<file path="src/rtl/tdma_slot_sched_if.sv">
// tdma_slot_sched_if: radio-side handshake between the slot scheduler and txrx
interface tdma_slot_sched_if;
    logic tx_req;
    logic tx_busy;
    logic radio_on;
    logic tx_en;
    logic rx_en;
    logic tx_ack;
    logic tx_overrun;
    modport master (input tx_req, tx_busy, output radio_on, tx_en, rx_en, tx_ack, tx_overrun);
    modport slave (output tx_req, tx_busy, input radio_on, tx_en, rx_en, tx_ack, tx_overrun);
endinterface

</file>
<file path="src/rtl/tdma_slot_sched.sv">
// tdma_slot_sched: TDMA frame/slot sequencer for the radio; TDMA_OVERRUN_DET_EN enables tx_overrun detection
module tdma_slot_sched #(
    parameter int N_SLOTS = 8,
    parameter int SLOT_W = 16,
    parameter int ID_W = 3
) (
    input  logic clk,
    input  logic reset,
    input  logic en,
    input  logic [ID_W-1:0] node_id,
    input  logic [SLOT_W-1:0] slot_len,
    input  logic [SLOT_W-1:0] wakeup_len,
    input  logic [SLOT_W-1:0] guard_len,
    input  logic [N_SLOTS-1:0] rx_mask,
    output logic [ID_W-1:0] slot_idx,
    output logic frame_start,
    output logic cfg_err,
    tdma_slot_sched_if.master radio
);
    localparam logic [2:0] IDLE = 3'd0, SLEEP = 3'd1, WAKE = 3'd2, ACTIVE = 3'd3, GUARD = 3'd4;
    localparam logic [1:0] NONE = 2'd0, TX = 2'd1, RX = 2'd2;

    logic [2:0] state_q, state_d;
    logic [1:0] role_q, role_d;
    logic [SLOT_W-1:0] cnt_q, cnt_d, slen_q, slen_d, wlen_q, wlen_d, glen_q, glen_d;
    logic [ID_W-1:0] slot_q, slot_d, node_q, node_d;
    logic cfg_err_q, cfg_err_d, frame_q, frame_d, ack_q, ack_d;
    logic enter, frame;

    // slot/frame boundaries, frame-latched config, slot-latched role, next state
    always_comb begin
        enter = state_q == IDLE || cnt_q == slen_q - 1'b1;
        cnt_d = enter ? '0 : cnt_q + 1'b1;
        slot_d = state_q == IDLE ? '0 : enter ? slot_q + 1'b1 : slot_q;
        frame = enter && slot_d == '0;
        slen_d = frame ? slot_len : slen_q;
        wlen_d = frame ? wakeup_len : wlen_q;
        glen_d = frame ? guard_len : glen_q;
        node_d = frame ? node_id : node_q;
        cfg_err_d = frame ? ({1'b0, wakeup_len} + {1'b0, guard_len} >= {1'b0, slot_len} || slot_len < SLOT_W'(4)) : cfg_err_q;
        role_d = !enter ? role_q : (slot_d == node_d && radio.tx_req) ? TX : rx_mask[slot_d] ? RX : NONE;
        state_d = (cfg_err_d || role_d == NONE) ? SLEEP : cnt_d < wlen_d ? WAKE : cnt_d < slen_d - glen_d ? ACTIVE : GUARD;
        frame_d = frame;
        ack_d = state_d == ACTIVE && role_d == TX && (state_q != ACTIVE || enter);
    end

    // disabled or reset parks everything at slot 0 with outputs low
    always_ff @(posedge clk) begin
        if (reset || !en) begin
            state_q <= IDLE;
            role_q <= NONE;
            cnt_q <= '0;
            slot_q <= '0;
            slen_q <= '0;
            wlen_q <= '0;
            glen_q <= '0;
            node_q <= '0;
            cfg_err_q <= 1'b0;
            frame_q <= 1'b0;
            ack_q <= 1'b0;
        end else begin
            state_q <= state_d;
            role_q <= role_d;
            cnt_q <= cnt_d;
            slot_q <= slot_d;
            slen_q <= slen_d;
            wlen_q <= wlen_d;
            glen_q <= glen_d;
            node_q <= node_d;
            cfg_err_q <= cfg_err_d;
            frame_q <= frame_d;
            ack_q <= ack_d;
        end
    end

    assign radio.radio_on = state_q == WAKE || state_q == ACTIVE || state_q == GUARD;
    assign radio.tx_en = state_q == ACTIVE && role_q == TX;
    assign radio.rx_en = state_q == ACTIVE && role_q == RX;
    assign radio.tx_ack = ack_q;
    assign slot_idx = slot_q;
    assign frame_start = frame_q;
    assign cfg_err = cfg_err_q;

`ifdef TDMA_OVERRUN_DET_EN
    logic gfirst_q;

    // marks the first GUARD cycle of each slot
    always_ff @(posedge clk) begin
        if (reset || !en)
            gfirst_q <= 1'b0;
        else
            gfirst_q <= state_d == GUARD && (state_q != GUARD || enter);
    end

    assign radio.tx_overrun = gfirst_q && role_q == TX && radio.tx_busy;
`else
    logic unused_busy;
    assign unused_busy = radio.tx_busy;
    assign radio.tx_overrun = 1'b0;
`endif
endmodule

</file>
<file path="src/flat_wrapper.sv">
// flat-port wrapper written by rule: the top's interface ports become plain ports
module tdma_slot_sched_flat 
#(
    parameter int N_SLOTS = 8,
    parameter int SLOT_W = 16,
    parameter int ID_W = 3
)
  (clk, reset, en, node_id, slot_len, wakeup_len, guard_len, rx_mask, slot_idx, frame_start, cfg_err, radio_tx_req, radio_tx_busy, radio_radio_on, radio_tx_en, radio_rx_en, radio_tx_ack, radio_tx_overrun);
  tdma_slot_sched_if radio_i ();
  input  logic clk;
  input  logic reset;
  input  logic en;
  input  logic [ID_W-1:0] node_id;
  input  logic [SLOT_W-1:0] slot_len;
  input  logic [SLOT_W-1:0] wakeup_len;
  input  logic [SLOT_W-1:0] guard_len;
  input  logic [N_SLOTS-1:0] rx_mask;
  output logic [ID_W-1:0] slot_idx;
  output logic frame_start;
  output logic cfg_err;
  input wire logic [$bits(radio_i.tx_req)-1:0] radio_tx_req;
  input wire logic [$bits(radio_i.tx_busy)-1:0] radio_tx_busy;
  output wire logic [$bits(radio_i.radio_on)-1:0] radio_radio_on;
  output wire logic [$bits(radio_i.tx_en)-1:0] radio_tx_en;
  output wire logic [$bits(radio_i.rx_en)-1:0] radio_rx_en;
  output wire logic [$bits(radio_i.tx_ack)-1:0] radio_tx_ack;
  output wire logic [$bits(radio_i.tx_overrun)-1:0] radio_tx_overrun;
  assign radio_i.tx_req = radio_tx_req;
  assign radio_i.tx_busy = radio_tx_busy;
  assign radio_radio_on = radio_i.radio_on;
  assign radio_tx_en = radio_i.tx_en;
  assign radio_rx_en = radio_i.rx_en;
  assign radio_tx_ack = radio_i.tx_ack;
  assign radio_tx_overrun = radio_i.tx_overrun;
  tdma_slot_sched #(.N_SLOTS(N_SLOTS), .SLOT_W(SLOT_W), .ID_W(ID_W)) u_core (.clk(clk), .reset(reset), .en(en), .node_id(node_id), .slot_len(slot_len), .wakeup_len(wakeup_len), .guard_len(guard_len), .rx_mask(rx_mask), .slot_idx(slot_idx), .frame_start(frame_start), .cfg_err(cfg_err), .radio(radio_i));
endmodule
</file>
<file path="config.mk">
export PLATFORM = sky130hd
export DESIGN_NAME = tdma_slot_sched_flat
export DESIGN_NICKNAME = d
export VERILOG_FILES = /design/src/rtl/tdma_slot_sched_if.sv /design/src/rtl/tdma_slot_sched.sv /design/src/flat_wrapper.sv
export SDC_FILE = /design/constraint.sdc
export NUM_CORES = 1
export LEC_CHECK = 0
export CAP_MARGIN = 20
export CORE_UTILIZATION = 30
export CTS_CLUSTER_DIAMETER = 50
export DETAILED_ROUTE_END_ITERATION = 16
export DONT_BUFFER_PORTS = 1
export GPL_ROUTABILITY_DRIVEN = 1
export SYNTH_ARGS = -nofsm -noshare
export SYNTH_HDL_FRONTEND = slang
export SYNTH_SLANG_ARGS = --single-unit
</file>
<file path="constraint.sdc">
create_clock -name clk -period 9.46 [get_ports clk]
set_clock_uncertainty 0.15 [all_clocks]
set_input_delay 1.892 -clock clk [delete_from_list [all_inputs] [get_ports clk]]
set_output_delay 1.892 -clock clk [all_outputs]
set_load 0.05 [all_outputs]
</file>
==> results of run 1 <==
==> cell type report <==
class / instances / share of cell area (%)
multi-input cells: 619 / 65.9
flip-flops and latches: 78 / 22.2
well taps: 275 / 4.90
clock buffers: 10 / 3.41
inverters: 41 / 2.19
clock inverters: 6 / 0.874
repair buffers: 4 / 0.428
==> cell usage in the layout (no fill, tap or decap), drive strengths merged, types with 7 or more instances in the layout <==
master / instances
o21ai: 22
clkbuf: 10
mux2: 14
nand2b: 12
dfxtp: 78
mux2i: 40
ha: 80
nand2: 32
inv: 41
xor2: 27
nand3: 21
a21o: 19
a21oi: 43
nor3: 28
xnor2: 41
nor3b: 7
nor2b: 26
and3: 13
or2: 7
nor4: 9
nand4: 9
o31ai: 7
nor2: 85
==> how the worst max path moves through the flow <==
| stage | to | start | cells past startpoint |
|---|---|---|---|
| detailed placement | u_core.state_q[0] | u_core.slen_q[4] | 30 |
| CTS | u_core.state_q[0] | u_core.slen_q[4] | 30 |
| global placement | u_core.state_q[0] | u_core.slen_q[4] | 30 |
| finish | u_core.state_q[0] | u_core.slen_q[4] | 30 |
| global route | u_core.state_q[0] | u_core.slen_q[4] | 30 |
| floorplan | u_core.state_q[0] | u_core.slen_q[4] | 33 |
==> state kept, by name (all words and copies together) (netlist names) <==
signal and flops:
u_core.slot_idx 3, u_core.glen_q 16, u_core.cfg_err 1, u_core.role_q 2
u_core.slen_q 16, u_core.node_q 3, u_core.radio.tx_ack 1, u_core.frame_start 1
u_core.wlen_q 16, u_core.cnt_q 16, u_core.state_q 3
==> through the flow <==
step | cell area (um^2) | setup slack (ns) | instances | total power [W]
2_1_floorplan | 6430 | 2.17 | 761 | 0.000773
3_3_place_gp | 6720 | 1.17 | 1017 | 0.000870
3_5_place_dp | 6720 | 1.10 | 1017 | 0.000876
4_1_cts | 7020 | 1.04 | 1033 | 0.00124
5_1_grt | 7020 | 0.397 | 1033 | 0.00132
6_report | 7020 | 0.970 | 1033 | 0.00123
==> cells by family after synthesis <==
| logic type | Yosys count |
|---|---|
| adders and majority gates | 82 |
| muxes | 54 |
| and+or+nand+nor | 269 |
| AOI/OAI and AO/OA | 145 |
| DFF | 78 |
| xor gates and xnor gates | 68 |
| buffers and inverters | 64 |
| other | 1 |
==> worst max-delay path, delay by kind of cell (launching register included) <==
kind / cells / cell delay (ns)
AOI/OAI and AO/OA: 15 / 3.69
and+or+nand+nor: 11 / 3.35
adders and majority gates: 2 / 0.54
DFF: 1 / 0.38
xor gates and xnor gates: 1 / 0.17
buffers and inverters: 1 / 0.09
==> power groups by stage <==
stage	combinational, W	clock [W]	sequential, W
floorplan	0.000409	0	0.000365
global placement	0.000501	0	0.000369
detailed placement	0.000506	0	0.000370
CTS	0.000509	0.000367	0.000363
global route	0.000572	0.000382	0.000365
finish	0.000510	0.000361	0.000362
==> layer usage <==
metal  up-vias  wire length [um]  global-route usage (%)
li1       2721                 -                       -
met1      2448              8020                    20.3
met2        91              7640                    25.6
met3        15              1000                    4.42
met4         0               232                    5.36
met5         -                 0                       0
==> impl_metrics.csv, run 1 <==
group,metric,value,unit
placed_design,hpwl,13600,um
synthesis,synth_commonest_cells,"85 x nor2_1, 80 x ha_1, 78 x dfxtp_1",
synthesis,synth_simple_gate_area_share,22.0,%
critical_path,critPathRequiredTime,9.56,ns
sta,finalSetupViolCount,0,
critical_path,worstPathMaxFanout,24,
synthesis,synth.area.mux_share,8.67,%
cells_and_area,post-route-util,33.4,%
placed_design,place.gp.congestion,0.800,
synthesis,synth_xor_xnor_area_share,9.26,%
clock_network,cts_sinks,78,
critical_path,reg2reg_to,"u_core.state_q[0]",
global_routing,grt.total_usage,15.9,%
status,status,"complete, no violations",
sta,hold_violations,0,
power_and_ir_drop,power.density,176,mW/mm^2
cells_and_area,regArea,0.00156,mm^2
cells_and_area,multiInputGateArea,0.00463,mm^2
drt,initialDrtViolationCount,217,
sta,rsz0062_at_grt,"false",
run,maxCapViolations,0,
drt,drt-total-wl,16900,um
hold_path,hold_depth,2,
clock_network,path_clk_slew,0.06,ns
sta,hold_ws,0.363,ns
floorplanning,die_x,148,um
critical_path,max_stage_delay,0.62,ns
cells_and_area,layout-drive-gt1-share,8.05,%
synthesis,yosysMostFrequentCell,"nor2_1",
synthesis,syn_avg_cell_area,8.46,um^2
sta,fin_crit,8.49,ns
power_and_ir_drop,p_comb_share,41.4,%
synthesis,synth_top_family_by_area,"simple AND/OR/NAND/NOR gates",
sta,drv_slew,0,
critical_path,cp.arrival,8.59,ns
synthesis,synthFlopType,"dfxtp_1",
drt,firstDrtPassIters,4,
clock_network,cts_resized,0,
floorplanning,core,0.0210,mm^2
power_and_ir_drop,ir_drop,88.9,uV
cells_and_area,antenna_cells,0,
synthesis,postSynthCellCount,761,
synthesis,synth-compound-area-share,15.5,%
global_routing,grt_max_degree,77,
cells_and_area,nNetsFinal,899,
drt,drcViolationCount,0,
hold_path,hold_path_startpoint,"u_core.glen_q[12]",
critical_path,start_kind,"register",
power_and_ir_drop,p_sw,0.000457,W
clock_network,cts_setup_buffers,0,
sta,fin_crit_sh,89.7,%
cells_and_area,fillers,2191,
power_and_ir_drop,power_frac_clock,29.2,%
drt,vias,5275,
global_routing,grt_pass1_vias,5011,
power_and_ir_drop,power.share.sequential,29.4,%
hold_path,min_to,"u_core.glen_q[12]",
clock_network,clk_latency,0.35,ns
sta,maxSlewHeadroom,39.6,%
global_routing,antenna_found_initial,0,
floorplanning,initial_core_util,30.6,%
critical_path,critPathSlowestCell,"or4_4",
sta,clock.fmax,118,MHz
hold_path,min_path_type,"reg2reg",
power_and_ir_drop,p_leak,3.16,nW
synthesis,synth_area_leader_cell,"dfxtp_1",
clock_network,cts_tree,"yes",
synthesis,synth-edff-count,0,
critical_path,cp_common_cell,"a21oi_1",
synthesis,synthesis.nets,907,
clock_network,root_buffer,"clkbuf_16",
power_and_ir_drop,sw_frac_of_total,37.1,%
synthesis,synthArstFlopShare,0,%
drt,via_per_inst,5.11,
clock_network,cts_hold_buf,0,
synthesis,synth_fa_ha_area_share,16.2,%
synthesis,synth_seq_cells,78,
cells_and_area,syn_to_final_growth,9.06,%
floorplanning,pin_count,74,
synthesis,ys_seq_area_share,24.3,%
floorplanning,dieArea,0.0220,mm^2
critical_path,endpoint_kind,"register",
clock_network,cts.path.max_buffers,2,
clock_network,htree_num_levels,3,
drt,wl_per_cell,16.3,um
clock_network,cts_made_buffers,9,
floorplanning,die_height,148,um
synthesis,synth_top_area_share,24.3,%
sta,fin_tns_setup,0,ns
critical_path,rrSetupSlack,0.97,ns
floorplanning,rows,53,
synthesis,ys.warnings.count,0,
global_routing,gr-total-overflow,0,
global_routing,grt_pass1_wl,27100,um
critical_path,r2r-start,"u_core.slen_q[4]",
synthesis,synth_cell_types,70,
placed_design,io_buffer_count,0,
sta,worst_slew_pin_slew,0.905,ns
critical_path,worst_r2r_path_depth,30,
synthesis,synthTopCellsByArea,"dfxtp_1 24%, ha_1 16%, mux2i_1 6.2%",
critical_path,worstSetupPathType,"reg2reg",
synthesis,syn_area,0.00643,mm^2
drt,antenna_left,0,
power_and_ir_drop,p_int,0.000776,W
No activity file was read; power rests on OpenSTA's default activity.
==> run 2: changes to the inputs <==
MAX_ROUTING_LAYER = met4   (was not set)
==> run 2 against run 1 <==
Effect of this change:
- fmax rose by 0.27%
- worst setup slack improved by 0.023 ns
- clock-buffer cell count unchanged
- critical endpoint unchanged
- cell area stayed put
- hold slack improved by 0.00066 ns
- die area unchanged
- sequential cell count stayed put
- critical path depth unchanged
- via count is the same
- highest routed layer unchanged
- largest power group unchanged
- clock power about the same
- sequential power about the same
==> impl_metrics.csv, run 2 (synthesized netlist as in run 1, its figures left out) <==
group,metric,value,unit
sta,maxSlewHeadroom,39.7,%
critical_path,endpoint_kind,"register",
critical_path,worst_r2r_path_depth,30,
cells_and_area,syn_to_final_growth,9.06,%
sta,worst_slew_pin_slew,0.904,ns
global_routing,grt.total_usage,16.4,%
placed_design,hpwl,13600,um
drt,antenna_left,0,
critical_path,worstPathMaxFanout,24,
sta,rsz0062_at_grt,"false",
power_and_ir_drop,p_leak,3.16,nW
sta,drv_slew,0,
critical_path,r2r-start,"u_core.slen_q[4]",
critical_path,critPathSlowestCell,"or4_4",
sta,clock.fmax,118,MHz
status,status,"complete, no violations",
critical_path,reg2reg_to,"u_core.state_q[0]",
floorplanning,rows,53,
clock_network,cts_resized,0,
placed_design,place.gp.congestion,0.811,
critical_path,crit_path_end,"u_core.state_q[0]",
sta,hold_ws,0.363,ns
critical_path,start_kind,"register",
cells_and_area,layout_commonest_cell,"nor2_1",
drt,wl_per_cell,16.3,um
global_routing,antenna_found_initial,0,
placed_design,post-place-ws,1.10,ns
cells_and_area,antenna_cells,0,
drt,firstDrtPassIters,5,
critical_path,crit_start,"u_core.slen_q[4]",
sta,finalWorstSetupSlack,0.993,ns
clock_network,root_buffer,"clkbuf_16",
critical_path,worstSetupPathType,"reg2reg",
floorplanning,core,0.0210,mm^2
clock_network,cts_tree,"yes",
run,maxCapViolations,0,
critical_path,cp_common_cell,"a21o_1",
floorplanning,pin_count,74,
critical_path,crit_family,"compound AO/OA/AOI/OAI gates",
clock_network,cts_hold_buf,0,
critical_path,cp.arrival,8.56,ns
clock_network,cts_made_buffers,9,
hold_path,min_path_type,"reg2reg",
sta,fin_crit,8.47,ns
clock_network,clk_latency,0.35,ns
critical_path,cp.buffers_inverters,1,
hold_path,hold_depth,2,
critical_path,critPathRequiredTime,9.56,ns
drt,initialDrtViolationCount,234,
global_routing,grt_pass1_vias,5010,
global_routing,grt_max_degree,77,
cells_and_area,layout_common_cells,"85 x nor2_1, 80 x ha_1, 78 x dfxtp_1, 43 x a21oi_1",
sta,fin_tns_setup,0,ns
critical_path,cp_num_cells,30,
critical_path,rrSetupSlack,0.99,ns
drt,via_per_inst,5.11,
critical_path,max_stage_delay,0.62,ns
placed_design,io_buffer_count,0,
cells_and_area,layout-drive-gt1-share,8.05,%
power_and_ir_drop,power.density,176,mW/mm^2
power_and_ir_drop,ir_drop,89.3,uV
clock_network,cts_sinks,78,
drt,drt-total-wl,16900,um
clock_network,path_clk_slew,0.06,ns
global_routing,grt_pass1_wl,27100,um
floorplanning,dieArea,0.0220,mm^2
clock_network,cts_setup_buffers,0,
floorplanning,die_height,148,um
global_routing,gr-total-overflow,0,
floorplanning,initial_core_util,30.6,%
sta,fin_crit_sh,89.5,%
drt,drcViolationCount,0,
cells_and_area,nNetsFinal,899,
clock_network,cts.path.max_buffers,2,
drt,vias,5275,
sta,hold_violations,0,
sta,finalSetupViolCount,0,
clock_network,htree_num_levels,3,
floorplanning,die_x,148,um
run 2: cell counts in the layout (fill, tap and decap cells not counted):
Identical to the previous run, type by type.
run 2: where the power goes:
group / internal, W / switching, W
clock: 0.000211 / 0.000151
combinational: 0.000219 / 0.000290
sequential: 0.000346 / 0.0000167
run 2: metrics by stage:
| stage | cell area, um^2 | power (W) | util [%] | cells |
|---|---|---|---|---|
| 3_5_place_dp | 6720 | 0.000876 | 32.0 | 1017 |
| 5_1_grt | 7020 | 0.00132 | 33.4 | 1033 |
| 4_1_cts | 7020 | 0.00124 | 33.4 | 1033 |
| 6_report | 7020 | 0.00123 | 33.4 | 1033 |
| 3_3_place_gp | 6720 | 0.000870 | 32.0 | 1017 |
| 2_1_floorplan | 6430 | 0.000773 | - | 761 |
run 2: cell type report:
| class | count | area (um^2) |
|---|---|---|
| clock buffers | 10 | 239 |
| clock inverters | 6 | 61.3 |
| fillers | 2191 | 14000 |
| inverters | 41 | 154 |
| multi-input cells | 619 | 4630 |
| flip-flops and latches | 78 | 1560 |
| well taps | 275 | 344 |
| repair buffers | 4 | 30.0 |
run 2: how the worst min path moves through the flow:
stage / to / start
after floorplan: u_core.role_q[0] / u_core.role_q[0]
after global placement: u_core.glen_q[2] / u_core.glen_q[2]
after detailed placement: u_core.glen_q[15] / u_core.glen_q[15]
after CTS: u_core.glen_q[15] / u_core.glen_q[15]
after global routing: u_core.glen_q[11] / u_core.glen_q[11]
final: u_core.glen_q[15] / u_core.glen_q[15]
run 2: tightest hold or removal path, cell delays in order, from the launching register on:
cell	delay [ns]
dfxtp_1	0.34
mux2i_1	0.07
nor2_1	0.07
run 2: routing by layer:
layer  share of wire, %  GRT usage [%]  vias to the layer above
li1                   -              -                     2719
met1                 47           20.4                     2458
met2                 45           25.5                       83
met3                6.0           4.33                       15
met4                1.4           5.36                        0
met5                  0              -                        -
==> run 3: changes to the inputs <==
ABC_AREA = 1   (was not set)
==> run 3 against run 2 <==
Effect of this change:
- core utilization is 0.57 points higher
- largest cell class unchanged
- cell area is 1.2% lower
- sequential share of layout area increased by 0.26 points
- final cell count rose by 14%
- sequential power is 2% lower
- wire length decreased by 5.3%
- critical endpoint unchanged
- hold slack got worse by 0.012 ns
- global-route usage fell by 0.46 points
==> impl_metrics.csv, run 3 <==
group,metric,value,unit
power_and_ir_drop,p_sw,0.000398,W
floorplanning,initial_core_util,30.9,%
synthesis,synthFlopType,"dfxtp_1",
synthesis,synth_xor_xnor_area_share,6.10,%
global_routing,grt_max_degree,73,
synthesis,synth_fa_ha_area_share,16.5,%
power_and_ir_drop,power.share.sequential,30.8,%
clock_network,clk_latency,0.35,ns
critical_path,critPathSlowestCell,"nand3_4",
critical_path,r2r-start,"u_core.slen_q[0]",
sta,fin_crit,7.51,ns
synthesis,synthTopCellsByArea,"dfxtp_1 25%, ha_1 16%, nand2_1 9.9%",
sta,finalSetupViolCount,0,
clock_network,htree_num_levels,3,
synthesis,synth_top_area_share,24.7,%
clock_network,cts_resized,0,
critical_path,crit_path_end,"u_core.state_q[0]",
clock_network,cts_setup_buffers,0,
power_and_ir_drop,sw_frac_of_total,34.6,%
drt,initialDrtViolationCount,242,
critical_path,crit_start,"u_core.slen_q[0]",
sta,fin_crit_sh,79.4,%
clock_network,cts_tree,"yes",
clock_network,cts_made_buffers,9,
power_and_ir_drop,ir_drop,81.5,uV
synthesis,postSynthCellCount,912,
clock_network,root_buffer,"clkbuf_16",
run,maxCapViolations,0,
drt,wl_per_cell,13.5,um
sta,rsz0062_at_grt,"false",
critical_path,worstPathMaxFanout,42,
critical_path,worstSetupPathType,"reg2reg",
synthesis,synth_seq_cells,78,
floorplanning,die_x,147,um
critical_path,critPathRequiredTime,9.59,ns
placed_design,hpwl,13000,um
synthesis,ys_seq_area_share,24.7,%
clock_network,cts.path.max_buffers,2,
cells_and_area,antenna_cells,0,
synthesis,synthesis.nets,1058,
cells_and_area,layout_common_cells,"166 x nand2_1, 127 x inv_1, 117 x nor2_1, 80 x ha_1, 78 x dfxtp_1",
floorplanning,dieArea,0.0216,mm^2
synthesis,synth_area_leader_cell,"dfxtp_1",
status,status,"complete, no violations",
drt,via_per_inst,4.73,
power_and_ir_drop,power_frac_clock,35.4,%
global_routing,gr-total-overflow,0,
synthesis,yosysMostFrequentCell,"nand2_1",
drt,vias,5577,
placed_design,place.gp.congestion,0.895,
sta,drv_slew,0,
sta,hold_violations,0,
global_routing,grt_pass1_vias,5360,
synthesis,synth_commonest_cells,"166 x nand2_1, 128 x inv_1, 117 x nor2_1",
critical_path,cp.arrival,7.64,ns
synthesis,synth-compound-area-share,10.4,%
power_and_ir_drop,power.density,166,mW/mm^2
floorplanning,pin_count,74,
sta,clock.fmax,133,MHz
critical_path,cp_num_cells,44,
power_and_ir_drop,p_comb_share,33.7,%
sta,worst_slew_pin_slew,1.02,ns
drt,drcViolationCount,0,
synthesis,synth_simple_gate_area_share,28.2,%
critical_path,cp_common_cell,"nand2_1",
critical_path,rrSetupSlack,1.95,ns
power_and_ir_drop,p_int,0.000751,W
synthesis,synth-edff-count,0,
drt,firstDrtPassIters,4,
floorplanning,core,0.0204,mm^2
synthesis,syn_area,0.00631,mm^2
drt,drt-total-wl,16000,um
synthesis,synthArstFlopShare,0,%
global_routing,grt_pass1_wl,26500,um
global_routing,grt.total_usage,15.9,%
placed_design,io_buffer_count,0,
sta,maxSlewHeadroom,31.3,%
critical_path,max_stage_delay,0.61,ns
critical_path,cp.buffers_inverters,4,
critical_path,crit_family,"simple AND/OR/NAND/NOR gates",
cells_and_area,syn_to_final_growth,9.87,%
drt,antenna_left,0,
critical_path,reg2reg_to,"u_core.state_q[0]",
cells_and_area,layout-drive-gt1-share,4.73,%
clock_network,cts_hold_buf,0,
cells_and_area,layout_commonest_cell,"nand2_1",
synthesis,synth_cell_types,44,
critical_path,start_kind,"register",
clock_network,path_clk_slew,0.06,ns
floorplanning,die_height,147,um
synthesis,synth.area.mux_share,4.60,%
power_and_ir_drop,p_leak,3.26,nW
sta,fin_tns_setup,0,ns
synthesis,synth_top_family_by_area,"simple AND/OR/NAND/NOR gates",
critical_path,worst_r2r_path_depth,44,
hold_path,min_path_type,"reg2reg",
clock_network,cts_sinks,78,
cells_and_area,nNetsFinal,1051,
synthesis,ys.warnings.count,0,
floorplanning,rows,52,
sta,hold_ws,0.351,ns
global_routing,antenna_found_initial,0,
critical_path,endpoint_kind,"register",
synthesis,syn_avg_cell_area,6.92,um^2
[run 3: through the flow]
step / cells / worst slack (ns) / util, % / area [um^2] / power [W]
after global routing: 1180 / 1.07 / 34.0 / 6940 / 0.00123
after CTS: 1180 / 1.92 / 34.0 / 6940 / 0.00116
after detailed placement: 1164 / 1.97 / 32.3 / 6590 / 0.000750
final: 1180 / 1.95 / 34.0 / 6940 / 0.00115
after global placement: 1164 / 1.97 / 32.3 / 6590 / 0.000744
after floorplan: 912 / 3.74 / - / 6310 / 0.000671
[run 3: area by class of cell]
class | instances | area [um^2]
fill | 2280 | 13500
multi-input combinational | 681 | 4170
sequential | 78 | 1560
inverter | 132 | 495
tap | 270 | 338
clock buffer | 9 | 225
clock inverter | 7 | 120
timing repair buffer | 3 | 22.5
[run 3: power groups by stage]
stage                     Sequential [W]  Combinational, W  Clock (W)
after global placement          0.000361          0.000382          0
final                           0.000354          0.000387   0.000407
after detailed placement        0.000362          0.000388          0
after global routing            0.000356          0.000448   0.000429
after floorplan                 0.000359          0.000312          0
after CTS                       0.000354          0.000391   0.000415
[run 3: worst register-to-register path: cells and delay by family (launching register included)]
family | cells | cell delay [ns]
compound gates | 11 | 1.59
xor+xnor | 1 | 0.15
fa+ha+maj | 4 | 1.11
buf+inv | 4 | 0.59
flops | 1 | 0.34
simple gates | 24 | 3.50
[run 3: kinds of logic (layout without fill, tap and decap cells)]
group                      count (synthesis)  count (layout)
adders and majority gates                 82              82
and+or+nand+nor                          409             409
xor gates and xnor gates                  44              44
AOI/OAI and AO/OA                        116             116
buffers and inverters                    153             151
muxes                                     29              29
other                                      1               1
DFF                                       78              78
[run 3: how the worst min path moves through the flow]
stage | start | to | slack [ns] | cells after the start
floorplan | u_core.glen_q[6] | u_core.glen_q[6] | 0.32 | 2
global placement | u_core.wlen_q[1] | u_core.wlen_q[1] | 0.34 | 2
detailed placement | u_core.role_q[1] | u_core.role_q[1] | 0.34 | 2
CTS | u_core.role_q[1] | u_core.role_q[1] | 0.35 | 2
global route | u_core.role_q[1] | u_core.role_q[1] | 0.36 | 2
finish | u_core.glen_q[13] | u_core.glen_q[13] | 0.35 | 2
[run 3: metal layers]
metal  vias to the layer above  GRT usage, %  part of all wire [%]
li1                       2987             -                     -
met1                      2492          19.5                    47
met2                        83          26.6                    47
met3                        15          2.61                   3.7
met4                         0          5.15                   1.5
met5                         -             -                     0
